==> src/rtl/timer_reg_bank.sv <==
// Register bank for a multi-channel timer: shadow/active duty and target,
// per-channel control with sticky lock, command pulses and W1C interrupts.
module timer_reg_bank #(
  parameter int NUM_CH = 2,
  parameter int CNT_W  = 10,
  localparam int CH_W  = (NUM_CH > 1) ? $clog2(NUM_CH) : 1
) (
  input  logic                      clk_i,
  input  logic                      rstn_i,
  input  logic                      acc_en_i,
  input  logic                      wr_en_i,
  input  logic [CH_W+2:0]           addr_i,
  input  logic [15:0]               wdata_i,
  input  logic [NUM_CH*CNT_W-1:0]   act_cnt_i,
  input  logic [NUM_CH*CNT_W-1:0]   capt_val_i,
  input  logic [NUM_CH-1:0]         capt_evt_i,
  input  logic [NUM_CH-1:0]         ovf_evt_i,
  input  logic [NUM_CH-1:0]         upd_i,
  output logic [15:0]               rdata_o,
  output logic                      rvalid_o,
  output logic [NUM_CH-1:0]         en_o,
  output logic [2*NUM_CH-1:0]       mode_o,
  output logic [NUM_CH*CNT_W-1:0]   duty_o,
  output logic [NUM_CH*CNT_W-1:0]   target_o,
  output logic [NUM_CH-1:0]         clear_o,
  output logic [NUM_CH-1:0]         sw_trig_o,
  output logic                      irq_o
);

  localparam logic [2:0] REG_CTRL = 3'd0;
  localparam logic [2:0] REG_DUTY = 3'd1;
  localparam logic [2:0] REG_TGT  = 3'd2;
  localparam logic [2:0] REG_ACT  = 3'd3;
  localparam logic [2:0] REG_CAPT = 3'd4;
  localparam logic [2:0] REG_CMD  = 3'd5;
  localparam logic [2:0] REG_STAT = 3'd6;
  localparam logic [2:0] REG_IEN  = 3'd7;

  // Bus: one access per cycle with acc_en_i high, never stalled. A read
  // (wr_en_i=0) returns rdata_o with rvalid_o=1 exactly one cycle later;
  // in every other cycle rdata_o and rvalid_o are 0.
  logic [CH_W-1:0] ch;
  logic [2:0]      rsel;
  logic            ch_ok;
  logic            rd_acc;

  assign ch     = addr_i[CH_W+2:3];
  assign rsel   = addr_i[2:0];
  assign ch_ok  = ({1'b0, ch} < (CH_W+1)'(NUM_CH));
  assign rd_acc = acc_en_i & ~wr_en_i;

  logic [NUM_CH-1:0] wr_hit;

  always_comb begin
    wr_hit = '0;
    for (int c = 0; c < NUM_CH; c++) begin
      wr_hit[c] = acc_en_i & wr_en_i & ch_ok & (ch == CH_W'(c));
    end
  end

  logic [NUM_CH-1:0][CNT_W-1:0] duty_sh_q, duty_sh_d, tgt_sh_q, tgt_sh_d;
  logic [NUM_CH-1:0][CNT_W-1:0] duty_act_q, duty_act_d, tgt_act_q, tgt_act_d;
  logic [NUM_CH-1:0]            en_q, en_d, lock_q, lock_d;
  logic [NUM_CH-1:0]            clear_q, clear_d, trig_q, trig_d;
  logic [NUM_CH-1:0][1:0]       mode_q, mode_d, stat_q, stat_d, ien_q, ien_d;
  logic [15:0]                  rdata_q, rdata_d;
  logic                         rvalid_q;
  logic                         irq_q, irq_d;

  always_comb begin
    duty_sh_d  = duty_sh_q;
    tgt_sh_d   = tgt_sh_q;
    duty_act_d = duty_act_q;
    tgt_act_d  = tgt_act_q;
    en_d       = en_q;
    lock_d     = lock_q;
    mode_d     = mode_q;
    ien_d      = ien_q;
    stat_d     = stat_q;
    clear_d    = '0;
    trig_d     = '0;
    for (int c = 0; c < NUM_CH; c++) begin
      if (wr_hit[c] && !lock_q[c]) begin
        if (rsel == REG_CTRL) begin
          lock_d[c] = wdata_i[15];
          mode_d[c] = wdata_i[5:4];
          en_d[c]   = wdata_i[0];
        end
        if (rsel == REG_DUTY) duty_sh_d[c] = wdata_i[CNT_W-1:0];
        if (rsel == REG_TGT)  tgt_sh_d[c]  = wdata_i[CNT_W-1:0];
      end
      if (wr_hit[c] && rsel == REG_CMD) begin
        clear_d[c] = wdata_i[0];
        trig_d[c]  = wdata_i[4];
      end
      // Copy from the next shadow value so a same-cycle shadow write is taken.
      if (upd_i[c] || (wr_hit[c] && rsel == REG_CMD && wdata_i[8])) begin
        duty_act_d[c] = duty_sh_d[c];
        tgt_act_d[c]  = tgt_sh_d[c];
      end
      if (wr_hit[c] && rsel == REG_IEN) ien_d[c] = wdata_i[1:0];
      // Event set wins over a simultaneous write-1-to-clear.
      stat_d[c] = (stat_q[c] & ~((wr_hit[c] && rsel == REG_STAT) ? wdata_i[1:0] : 2'b00))
                | {capt_evt_i[c], ovf_evt_i[c]};
    end
    irq_d = |(stat_q & ien_q);
  end

  always_comb begin
    rdata_d = '0;
    if (rd_acc && ch_ok) begin
      for (int c = 0; c < NUM_CH; c++) begin
        if (ch == CH_W'(c)) begin
          case (rsel)
            REG_CTRL: rdata_d = {lock_q[c], 9'b0, mode_q[c], 3'b0, en_q[c]};
            REG_DUTY: rdata_d = 16'(duty_sh_q[c]);
            REG_TGT:  rdata_d = 16'(tgt_sh_q[c]);
            REG_ACT:  rdata_d = 16'(act_cnt_i[c*CNT_W +: CNT_W]);
            REG_CAPT: rdata_d = 16'(capt_val_i[c*CNT_W +: CNT_W]);
            REG_STAT: rdata_d = {14'b0, stat_q[c]};
            REG_IEN:  rdata_d = {14'b0, ien_q[c]};
            default:  rdata_d = '0;
          endcase
        end
      end
    end
  end

  always_ff @(posedge clk_i or negedge rstn_i) begin
    if (!rstn_i) begin
      duty_sh_q  <= '0;
      tgt_sh_q   <= '0;
      duty_act_q <= '0;
      tgt_act_q  <= '0;
      en_q       <= '0;
      lock_q     <= '0;
      mode_q     <= '0;
      ien_q      <= '0;
      stat_q     <= '0;
      clear_q    <= '0;
      trig_q     <= '0;
      rdata_q    <= '0;
      rvalid_q   <= 1'b0;
      irq_q      <= 1'b0;
    end else begin
      duty_sh_q  <= duty_sh_d;
      tgt_sh_q   <= tgt_sh_d;
      duty_act_q <= duty_act_d;
      tgt_act_q  <= tgt_act_d;
      en_q       <= en_d;
      lock_q     <= lock_d;
      mode_q     <= mode_d;
      ien_q      <= ien_d;
      stat_q     <= stat_d;
      clear_q    <= clear_d;
      trig_q     <= trig_d;
      rdata_q    <= rdata_d;
      rvalid_q   <= rd_acc;
      irq_q      <= irq_d;
    end
  end

  assign rdata_o   = rdata_q;
  assign rvalid_o  = rvalid_q;
  assign en_o      = en_q;
  assign mode_o    = mode_q;
  assign duty_o    = duty_act_q;
  assign target_o  = tgt_act_q;
  assign clear_o   = clear_q;
  assign sw_trig_o = trig_q;
  assign irq_o     = irq_q;

  // Only some write-data bits carry meaning; the rest are don't-care.
  logic unused_wdata;
  assign unused_wdata = ^wdata_i;

endmodule

==> config.mk <==
export PLATFORM = sky130hd
export DESIGN_NAME = timer_reg_bank
export DESIGN_NICKNAME = d
export VERILOG_FILES = /design/src/rtl/timer_reg_bank.sv
export SDC_FILE = /design/constraint.sdc
export NUM_CORES = 1
export LEC_CHECK = 0
export CAP_MARGIN = 10
export CORE_UTILIZATION = 45
export CTS_CLUSTER_DIAMETER = 150
export DETAILED_ROUTE_END_ITERATION = 7
export PLACE_DENSITY = 0.84
export SLEW_MARGIN = 20
export SYNTH_ARGS = -nofsm -noshare
export SYNTH_HDL_FRONTEND = slang
export SYNTH_SLANG_ARGS = --single-unit
==> constraint.sdc <==
create_clock -name clk_i -period 2.5 [get_ports clk_i]
set_clock_uncertainty 0.15 [all_clocks]
set_input_delay 0.5 -clock clk_i [delete_from_list [all_inputs] [get_ports clk_i]]
set_output_delay 0.5 -clock clk_i [all_outputs]
set_load 0.02 [all_outputs]
==> reports/results.txt <==
Result of the run - finished clean
Kind of capture point of the worst setup path - register
Via count - 3946
Global route overflow - 0
Number of setup violations in the final report - 0
Total of max-cap violations - 0
Area of the core - 11470 um2
Clock insertion delay at the later pin of the skew report - 0.41 ns
Max Clock Freq - 438.7 MHz
CTS tree - built
Number of port buffers - 127
Cell-internal power - 0.004623 W
Commonest cells post-synth - dfrtp_1 (113), mux2_2 (65), mux2_4 (40), a22oi_1 (17)
Depth of the worst register-to-register path - 5
Width of the die - 110.6 um
CTS Sinks - 113
Register share of total power - 36.8%
Full die area - 12240 um2
Number of enable-type register cells in the synthesized netlist - 0
Worst setup slack for register-to-register paths - 0.44 ns
Slowest cell on the critical path - nor2b_1
Count of nets after finishing - 613
Fraction of power consumed by the clock network - 39.4%
Utilization of the core after routing - 66.18%
H-tree depth - 4
Final worst path period need - 2.280 ns
First-pass GRT wire length - 23630 um
Headroom to the max-slew limit - 50.55%
Share of total power consumed by net switching - 28.45%
Slew Limit Fails - 0
Crit-path max FO - 8
Worst-margin pin slew - 0.7402 ns
Via count of the first global-routing pass - 4218
Clock tree root buffer cell - clkbuf_16
Filler cell count in the final layout - 802
Setup WS pre-CTS - -0.1735 ns
Maximum buffer depth of the clock tree - 2
Combined global-route utilization of all metal layers - 25.14%
Flops & latches, synth - 113
Cell-by-cell trace of the critical path - clkdlybuf4s50_1 > buf_4 > nor2b_1 > a22oi_1 > o221ai_1 > and3b_1
Row count - 39
Cells after synthesis - 379
Cell taking the most area after synthesis - dfrtp_1
Total negative slack for setup checks - 0 ns
Worst-path clk slew - 0.06 ns
Setup repair after global routing missed its margin - false
Max rail drop VDD - 0.4573 mV
Proportion of layout cells with a drive suffix above 1 - 33.63%
Post-route fraction of the period consumed by the critical path - 91.18%
Post-synth ARST share - 100.0%
Crit-path max cell delay - 0.61 ns
Share of the yosys chip area belonging to registers - 53.24%
Final Total Pwr - 0.006462 W
Final hold viol count - 0
Synth Cell Area - 5311 um2
Power share of the combinational group - 23.8%
Mean cell area of the mapped netlist - 14.01 um2
Number of buffers added by the clock tree synthesis step - 17
Net switching power - 0.001839 W
Post-detailed-route count of antenna-violating nets - 0
Top-count cell post-synth - dfrtp_1
PnR worst setup slack - 0.2205 ns
Routed Wire Length - 14880 um
Cell count of the worst hold path - 1
Worst min path class - register to register
Most area-consuming cells after synthesis - dfrtp_1 (53%), mux2_2 (14%), mux2_4 (11%)
DR iter-0 viols - 316
Maximum number of pins on one net before global-route repair - 43
Startpoint-to-endpoint class of the critical path - input port to register
Number of warning messages in the yosys log - 0
Data required, critical path - 2.69 ns
Placement Cell Area - 6957 um2
Primary FF master, synth - dfrtp_1
P&R area growth vs syn - 42.87%
Critical Path Start Type - input port
# IOs - 138
Number of antenna violations at the first check in global routing - 0
Leakage power figure - 3.472 nW
Avg WL per Cell - 21.29 um
Power density over the cells - 851.5 nW/um2
Half-perimeter wire length after placement - 10540 um
Mean number of vias per cell - 5.645
Initial core utilization - 46.32%
Synth top area share - 53.24%
1st-pass router iterations - 5
Post-cts sizing count - 0
Arrival @ worst endpoint - 2.47 ns
Unique masters post-synth - 47
Design Area, Final - 7589 um2
Routability-driven placement congestion ratio - 0.8670
Vertical die dimension - 110.6 um
DRC viols - 0
Number of antenna diodes - 0
-- state kept, by name, summed over array words and instances, names as in the netlist --
| signal | cells |
|---|---|
| lock_q | 2 |
| irq_o | 1 |
| tgt_sh_q | 20 |
| duty_o | 20 |
| rvalid_o | 1 |
| target_o | 20 |
| clear_o | 2 |
| mode_o | 4 |
| rdata_o | 11 |
| stat_q | 4 |
| duty_sh_q | 20 |
| en_o | 2 |
| ien_q | 4 |
| sw_trig_o | 2 |
-- layer usage --
layer  routed length [um]  global-route usage (%)
met1                 6684                   34.93
met2                 7029                   38.55
met3                  801                   5.653
met5                    0                       0
met4                  364                   9.422
-- final cells by class --
type	count	area, um2	area share [%]
clock inverter	15	196.4	2.589
sequential	113	2828	37.26
inverter	4	15.01	0.1979
timing repair buffer	168	1642	21.63
multi-input combinational	239	2303	30.35
tap	143	178.9	2.358
clock buffer	17	425.4	5.606
-- stage by stage --
stage               instances  hold slack (ns)
floorplan                 383          0.05441
global placement          666           0.2993
detailed placement        666           0.3247
CTS                       699           0.3585
global route              699           0.3697
finish                    699           0.3568
-- kinds of logic (layout without fill, tap and decap cells) --
kind of cell | Yosys count | after routing | synth area share (%)
flip-flops | 113 | 113 | 53.24
AND/OR/NAND/NOR | 54 | 54 | 6.714
other | 1 | 5 | 0.07060
AO/OA/AOI/OAI | 65 | 65 | 8.858
buffers and inverters | 31 | 204 | 3.675
multiplexers | 115 | 115 | 27.44
-- cell usage in the layout, fill, tap and decap left out, types with 5 or more instances in the layout --
cell type        count
clkdlybuf4s50_1    126
dfrtp_1            113
mux2_2              65
mux2_4              40
buf_4               36
a22oi_1             17
clkbuf_16           17
nand2_1             11
mux2i_1              8
o21ai_0              8
a21oi_1              8
a21o_1               7
and3b_1              7
inv_6                7
nor2_1               6
a221oi_1             5
o221ai_1             5
conb_1               5
buf_12               5
-- path summary, 6_finish.rpt --
path	startpoint	end
min reg2reg	duty_o[14]$_DFFE_PN0P_	duty_o[14]$_DFFE_PN0P_
max reg2reg	lock_q[1]$_DFFE_PN0P_	target_o[10]$_DFFE_PN0P_
min in group asynchronous	rstn_i	stat_q[3]$_DFF_PN0_
max in group asynchronous	rstn_i	target_o[15]$_DFFE_PN0P_
max	addr_i[2]	rdata_o[6]$_DFF_PN0_
min	duty_o[14]$_DFFE_PN0P_	duty_o[14]$_DFFE_PN0P_
-- critical path: cells and delay by family --
family                 cells  cell delay [ns]
and+or+nand+nor            2             0.82
buffers and inverters      2             0.72
AOI/OAI and AO/OA          2             0.43
-- repair_timing --
action / in CTS / in global routing
hold buffers: 1 / 0
hold endpoints to repair: 40 / 0
buffers inserted: 0 / 0
-- power groups by stage --
stage          clock network, W  registers (W)  logic (W)
3_5_place_dp                  0        0.00239    0.00152
5_1_grt                 0.00266        0.00241    0.00162
2_1_floorplan                 0        0.00256   0.000615
3_3_place_gp                  0        0.00238    0.00149
4_1_cts                 0.00256        0.00237    0.00154
6_report                0.00255        0.00238    0.00154
No activity file was read; power rests on OpenSTA's default activity.
